<file path="src/rtl/mem_arb_pkg.sv">
// Shared definitions for the instruction/data memory port arbiter:
// FSM state encoding, last-winner tag and grant codes.
package mem_arb_pkg;

  typedef enum logic [1:0] {
    IDLE  = 2'd0,
    INSTR = 2'd1,
    DATA  = 2'd2
  } state_t;

  typedef enum logic {
    WIN_I = 1'b0,
    WIN_D = 1'b1
  } winner_t;

  localparam logic [1:0] GNT_NONE = 2'b00;
  localparam logic [1:0] GNT_I    = 2'b01;
  localparam logic [1:0] GNT_D    = 2'b10;

  function automatic logic [1:0] gnt_of(state_t s);
    case (s)
      INSTR:   gnt_of = GNT_I;
      DATA:    gnt_of = GNT_D;
      default: gnt_of = GNT_NONE;
    endcase
  endfunction

endpackage

</file>
<file path="src/rtl/mem_arb_watchdog.sv">
// Ack timeout counter for the memory port; exists only when
// MEM_PORT_ARB_TIMEOUT_EN is defined.
`ifdef MEM_PORT_ARB_TIMEOUT_EN
module mem_arb_watchdog #(
  parameter int TIMEOUT = 64
) (
  input  logic a_clk,
  input  logic a_rst,
  input  logic m_syn,
  input  logic m_ack,
  output logic tout,
  output logic err
);
  localparam int TW = $clog2(TIMEOUT + 1);

  logic [TW-1:0] cnt;

  // Fires in the TIMEOUT-th waiting cycle so the port drops on that edge.
  assign tout = m_syn & ~m_ack & (cnt == TW'(TIMEOUT - 1));

  always_ff @(posedge a_clk or posedge a_rst)
    if (a_rst) begin
      cnt <= '0;
      err <= 1'b0;
    end else begin
      err <= tout;
      if (!m_syn || m_ack || tout) cnt <= '0;
      else                         cnt <= cnt + TW'(1);
    end

endmodule
`endif

</file>
<file path="src/rtl/mem_port_arbiter.sv">
// Shares one single-port memory between fetch (bursts) and load/store (single beat).
// Optional ack watchdog enabled by MEM_PORT_ARB_TIMEOUT_EN.
module mem_port_arbiter
  import mem_arb_pkg::*;
#(
  parameter int AWIDTH    = 32,
  parameter int DWIDTH    = 32,
  parameter int MAX_BURST = 8,
  parameter int TIMEOUT   = 64
) (
  input  logic              a_clk,
  input  logic              a_rst,
  input  logic              a_i_flush,
  input  logic              a_i_syn,
  input  logic [AWIDTH-1:0] a_i_addr,
  output logic              a_o_i_ack,
  output logic              a_o_i_last,
  output logic [DWIDTH-1:0] a_o_i_instr,
  input  logic              a_d_syn,
  input  logic              a_d_we,
  input  logic [AWIDTH-1:0] a_d_addr,
  input  logic [DWIDTH-1:0] a_d_wdata,
  output logic              a_o_d_ack,
  output logic [DWIDTH-1:0] a_o_d_rdata,
  output logic              a_o_m_syn,
  output logic              a_o_m_we,
  output logic [AWIDTH-1:0] a_o_m_addr,
  output logic [DWIDTH-1:0] a_o_m_wdata,
  input  logic              a_i_m_ack,
  input  logic [DWIDTH-1:0] a_i_m_rdata,
  input  logic              a_i_m_last,
  output logic [1:0]        a_o_grant,
  output logic              a_o_err
);
  localparam int CW = $clog2(MAX_BURST + 1);

  if (MAX_BURST < 1 || TIMEOUT < 1) begin : g_bad_param
    $error("mem_port_arbiter: MAX_BURST and TIMEOUT must be >= 1");
  end

  state_t        state, state_n;
  winner_t       last_win;
  logic [CW-1:0] beat_cnt;
  logic          in_i, in_d, tout;

  assign in_i = (state == INSTR);
  assign in_d = (state == DATA);

  assign a_o_i_ack   = in_i & a_i_m_ack & ~a_i_flush;
  assign a_o_i_last  = a_o_i_ack & (a_i_m_last | (beat_cnt == CW'(MAX_BURST - 1)) |
                                    a_d_syn | ~a_i_syn);
  assign a_o_i_instr = in_i ? a_i_m_rdata : '0;
  assign a_o_d_ack   = in_d & a_i_m_ack;
  assign a_o_d_rdata = in_d ? a_i_m_rdata : '0;

`ifdef MEM_PORT_ARB_TIMEOUT_EN
  mem_arb_watchdog #(.TIMEOUT(TIMEOUT)) u_wdog (
    .a_clk (a_clk),
    .a_rst (a_rst),
    .m_syn (a_o_m_syn),
    .m_ack (a_i_m_ack),
    .tout  (tout),
    .err   (a_o_err)
  );
`else
  assign tout    = 1'b0;
  assign a_o_err = 1'b0;
`endif

  always_comb begin
    state_n = state;
    case (state)
      // Contention goes to whoever did not win last time.
      IDLE:    if (a_i_syn && (!a_d_syn || last_win == WIN_D)) state_n = INSTR;
               else if (a_d_syn)                               state_n = DATA;
      INSTR:   if (a_i_flush || a_o_i_last || tout)            state_n = IDLE;
      DATA:    if (a_o_d_ack || tout)                          state_n = IDLE;
      default: state_n = IDLE;
    endcase
  end

  always_ff @(posedge a_clk or posedge a_rst)
    if (a_rst) begin
      state       <= IDLE;
      last_win    <= WIN_D;
      beat_cnt    <= '0;
      a_o_m_syn   <= 1'b0;
      a_o_m_we    <= 1'b0;
      a_o_m_addr  <= '0;
      a_o_m_wdata <= '0;
      a_o_grant   <= GNT_NONE;
    end else begin
      state     <= state_n;
      a_o_m_syn <= (state_n != IDLE);
      a_o_grant <= gnt_of(state_n);
      if (state == IDLE && state_n == INSTR) begin
        a_o_m_addr <= a_i_addr;
        a_o_m_we   <= 1'b0;
      end else if (state == IDLE && state_n == DATA) begin
        a_o_m_addr  <= a_d_addr;
        a_o_m_we    <= a_d_we;
        a_o_m_wdata <= a_d_wdata;
      end else if (in_i && state_n == INSTR && a_o_i_ack) begin
        a_o_m_addr <= a_i_addr;
      end else if (state_n == IDLE) begin
        a_o_m_we <= 1'b0;
      end
      if (state_n == IDLE)  beat_cnt <= '0;
      else if (a_o_i_ack)   beat_cnt <= beat_cnt + CW'(1);
      if (state != IDLE && state_n == IDLE)
        last_win <= in_i ? WIN_I : WIN_D;
    end

endmodule

</file>
<file path="config.mk">
export PLATFORM = sky130hd
export DESIGN_NAME = mem_port_arbiter
export DESIGN_NICKNAME = d
export VERILOG_FILES = /design/src/rtl/mem_arb_pkg.sv /design/src/rtl/mem_arb_watchdog.sv /design/src/rtl/mem_port_arbiter.sv
export SDC_FILE = /design/constraint.sdc
export NUM_CORES = 1
export LEC_CHECK = 0
export BUFFER_PORTS_ARGS = -buffer_cell sky130_fd_sc_hd__buf_2
export CAP_MARGIN = 20
export CORE_AREA = 3 3 106 108
export CTS_CLUSTER_SIZE = 40
export DETAILED_ROUTE_END_ITERATION = 10
export DIE_AREA = 0 0 109 111
export HOLD_SLACK_MARGIN = 0.06
export PLACE_DENSITY = 0.72
export SYNTH_ARGS = -nofsm -noshare
export SYNTH_HDL_FRONTEND = slang
export SYNTH_SLANG_ARGS = --single-unit
</file>
<file path="constraint.sdc">
create_clock -name a_clk -period 4.51 [get_ports a_clk]
set_clock_uncertainty 0.15 [all_clocks]
set_input_delay 0.902 -clock a_clk [delete_from_list [all_inputs] [get_ports a_clk]]
set_output_delay 0.902 -clock a_clk [all_outputs]
set_load 0.05 [all_outputs]
</file>
**Word level (Yosys, flattened, before mapping)**

Cells that the tools add are included.

- Flip-flop bits (word level): 75
- Bits of input ports: 136

- $add $sub $neg: 1
- Equality and inequality tests: 6
- Mux-type cells: 18
- Bitwise operators: 10
- Reductions and logical operators: 18

Operators with widths:

| kind | count |
|---|---|
| $mux W32 | 5 |
| $mux W2 | 4 |
| $mux W4 | 2 |
| $logic_and A1 B1 Y1 | 6 |
| $pmux W2 S3 | 1 |
| $reduce_bool A2 Y1 | 3 |
| $reduce_bool A3 Y1 | 2 |
| $mux W1 | 5 |
| $add A4 B1 Y4 const B | 1 |
| $and A1 B1 Y1 | 4 |
| $eq A2 B1 Y1 const B | 2 |
| $eq A2 B2 Y1 const B | 2 |
| $eq A4 B3 Y1 const B | 1 |
| $logic_not A2 Y1 | 2 |
| $pmux W2 S2 | 1 |
| $reduce_and A2 Y1 | 2 |
| $ne A3 B3 Y1 const B | 1 |
| $not A1 Y1 | 3 |
| $or A1 B1 Y1 | 3 |
| $logic_or A1 B1 Y1 | 2 |
| $logic_not A1 Y1 | 1 |

**Longest topological paths before layout**

- Word-level depth: 14
- Gate-level depth with buffers: 7

**Worst setup path after synthesis**

Ideal clock, no wire load.

- Path kind: in2out
- Start: input a_i_flush
- End: output a_o_i_last
- Arrival time: 1985 ps
- Data required time: 3458 ps
- Slack: 1473 ps
- Stages on the path: 4
- Buffers on the path: 0
- Cells stage by stage: nor3b_4 nand2_2 clkinv_1 and2_1

- Longest elaborated chain between the ends: 3

RTL lines:

| item | line | RTL |
|---|---|---|
| start, declared | mem_port_arbiter.sv:13 | `input logic a_i_flush,` |
| $not A1 Y1 | mem_port_arbiter.sv:49 | `assign a_o_i_ack = in_i & a_i_m_ack & ~a_i_flush;` |
| $and A1 B1 Y1 | mem_port_arbiter.sv:49 |  |
| net a_o_i_ack | mem_port_arbiter.sv:16 | `output logic a_o_i_ack,` |
| $and A1 B1 Y1 | mem_port_arbiter.sv:50 | `assign a_o_i_last = a_o_i_ack & (a_i_m_last \| (beat_cnt == CW'(MAX_BURST - 1)) \|` |
| end, declared | mem_port_arbiter.sv:17 | `output logic a_o_i_last,` |

The timed path passes the listed nets, and every way through them passes these cells.

**Worst setup path after layout**

- Start: input a_i_flush
- End: output a_o_i_last

- Longest elaborated chain between the ends: 3

RTL lines:

| item | line |
|---|---|
| $not A1 Y1 | mem_port_arbiter.sv:49 |
| $and A1 B1 Y1 | mem_port_arbiter.sv:49 |
| $and A1 B1 Y1 | mem_port_arbiter.sv:50 |

No other way between the ends.

==> flow_summary_export.csv <==
group,metric,value,unit
status,status,"completed",
routing,firstDrtPassIters,4,
placed_design,gp_congestion,0.817,
setup_path,rr_endpoint,"a_o_m_addr[8]",
global_routing,grt-ovfl-total,0,
synthesis,synth_most_common_cell,"mux2_2",
timing,finalHoldViolCount,0,
setup_path,worst-setup-path-type,"primary input to output pin",
synthesis,synth_top_cells_by_count,"mux2_2 (86), dfrtp_1 (74), and2_1 (66)",
power_and_ir_drop,ir_drop,0.000477,V
setup_path,r2r_start,"state[0]",
worst_hold_path,holdPathEnd,"a_o_m_addr[26]",
routing,drc,0,
global_routing,grt_pass1_vias,3264,
timing,setup_viol,0,
die,fp.dieW,109,µm
clocking,clk_latency,340,ps
routing,vias_per_cell,4.63,
synthesis,synth_top_area_share,47.9,%
routing,vias,3296,
routing,drt_wl_total,10800,µm
clocking,cts_tree,"done",
placed_design,place_area,5290,µm²
clocking,holdBufCountCts,0,
synthesis,synth_flop_cell,"dfrtp_1",
setup_path,critical_path.max_stage_delay,250,ps
timing,maxSlewHeadroom,38.7,%
synthesis,syn_area,3860,µm²
clocking,post_cts_resized,0,
worst_hold_path,hold_path_class,"flip-flop to flip-flop",
setup_path,ff2ff_setup_slack,2220,ps
clocking,numCtsBuffers,9,
setup_path,critPathLaunchType,"primary input",
placed_design,dp_slack,1490,ps
synthesis,synth_seq_cells,75,
timing,drv_slew,0,
layout,layout.nets,708,
global_routing,grt_pass1_wl,16300,µm
clocking,post_cts_buffers,0,
synthesis,ys_async_sr_fraction,100,%
die,die-height,111,µm
die,die-area,12100,µm²
timing,fmax,338,MHz
setup_path,ff2ff_path_depth,4,
layout,finalInstanceArea,5490,µm²
clocking,clkSinkCount,75,
timing,fin_crit_sh,65.6,%
layout,drive_above_1_share,68.9,%
synthesis,synth_cell_types,35,
routing,drt_iter0_markers,154,
timing,grt_setup_unrepaired,"no",
setup_path,cp_data_arrival_time,1910,ps
synthesis,avgSynthCellArea,12.8,µm²
die,num_io_pins,272,
layout,num-fill-cells,921,
placed_design,hpwlAfterDp,8420,µm
setup_path,cp-end-kind,"output pin",
routing,drt-wirelength-per-cell,15.2,µm
clocking,cts.path.max_buffers,2,
synthesis,synth_edf_count,0,
timing,worst_slew_pin_slew,920,ps
setup_path,path_max_fanout,6,
layout,area_growth,42.1,%
synthesis,syn_inst,302,
global_routing,antenna_found_initial,0,
synthesis,yosys_warnings,0,
setup_path,crit_path_top_delay_cell,"buf_2",
worst_hold_path,min-delay-start,"a_o_m_addr[26]",
synthesis,ys_top_cells_by_area,"dfrtp_1 (48%), mux2_2 (25%), and2_1 (11%), mux2_4 (3.9%), buf_6 (2.3%)",
worst_hold_path,hold_path_depth,1,
clocking,cts_root_buf,"clkbuf_8",
timing,tns,0,ps
job,cap_violations,0,
clocking,cts.clk_slew.worst_paths,80,ps
timing,layout_min_cycle_time,2960,ps
die,rows,37,
die,core_area,10300,µm²
clocking,htree_levels,3,
synthesis,synth_seq_area_share,48.6,%
global_routing,grt_max_degree,76,
placed_design,numPortBuffers,270,
timing,worst_slack,1550,ps
synthesis,yosysTopAreaCell,"dfrtp_1",
setup_path,worst_path_most_repeated_cell,"buf_2",
routing,ant_nets,0,
power_and_ir_drop,p_leak,2.88,nW
global_routing,grt_use_total,17.0,%
power_and_ir_drop,p_per_area,875,nW/µm²
setup_path,cp_cell_sequence,"buf_2 -> nor3b_4 -> nand2_2 -> clkinv_1 -> and2_1 -> buf_2",
layout,insertedDiodeCount,0,
synthesis,syn_nets,439,
setup_path,cp_data_required_time,3460,ps
die,initial_utilization,37.4,%
-- layout by cell type, fill, tap and decap left out, drive strengths merged, types with 2 or more instances in the layout --
cell type,count
nor2b,2
clkinvlp,2
nor2,8
mux2,96
xor2,2
buf,276
a21oi,3
clkinv,2
o21ai,4
or2,2
nand4,2
dfrtp,74
and2,66
clkbuf,9
nand2,4
a211oi,2
inv,8
-- critical path, delay by kind of cell --
| kind | cells | cell delay, ps |
|---|---|---|
| buffers and inverters | 3 | 510 |
| AND/OR/NAND/NOR | 3 | 480 |
-- metrics by stage --
step	instances	power, mW	hold slack, ps	util [%]
floorplan	302	3.67	346	-
CTS	711	4.84	359	53.0
finish	712	4.80	356	53.2
detailed placement	695	4.33	337	51.2
global route	712	5.04	368	53.2
global placement	695	4.28	335	51.2
-- where the power goes --
group | switching [mW] | total [mW] | internal [mW] | leakage [nW]
combinational | 2.20 | 3.12 | 0.917 | 1.90
clock | 0.277 | 0.487 | 0.210 | 0.0901
sequential | 0.196 | 1.20 | 1.00 | 0.892
-- how the worst max path moves through the flow --
stage	depth (start not counted)	startpoint	end
detailed placement	5	a_i_flush	a_o_m_addr[22]
global placement	5	a_i_flush	a_o_m_addr[26]
finish	6	a_i_flush	a_o_i_last
global route	4	state[1]	a_o_d_rdata[17]
floorplan	4	a_i_flush	a_o_i_last
CTS	6	a_i_flush	a_o_i_last
-- cell families after synthesis --
kind of cell | synth area share [%]
buffers and inverters | 4.05
muxes | 29.2
xor gates and xnor gates | 0.680
AOI/OAI and AO/OA | 3.14
and+or+nand+nor | 13.9
other | 0.0971
DFF | 48.6
adders and majority gates | 0.324
-- layer usage --
metal  GRT usage, %  up-vias  wire, µm
met4           5.81        0       192
met1           18.8     1548      4040
met5              0        -         0
met2           30.9      164      5620
li1               -     1565         -
met3           4.31       19       970
-- state kept, by name (all words and copies together) (netlist names) --
register / cells
a_o_m_wdata: 32
state: 2
a_o_m_we: 1
last_win: 1
beat_cnt: 4
a_o_m_syn: 1
a_o_grant: 2
a_o_m_addr: 32
-- area by class of cell --
class | count | area [µm²] | area share (%)
Clock buffer | 9 | 124 | 2.26
Clock inverter | 7 | 60.1 | 1.09
Inverter | 5 | 18.8 | 0.342
Multi-Input combinational cell | 204 | 1830 | 33.3
Sequential cell | 75 | 1880 | 34.2
Tap cell | 136 | 170 | 3.10
Timing Repair Buffer | 276 | 1410 | 25.7
Power figures use the tool's default switching activity.
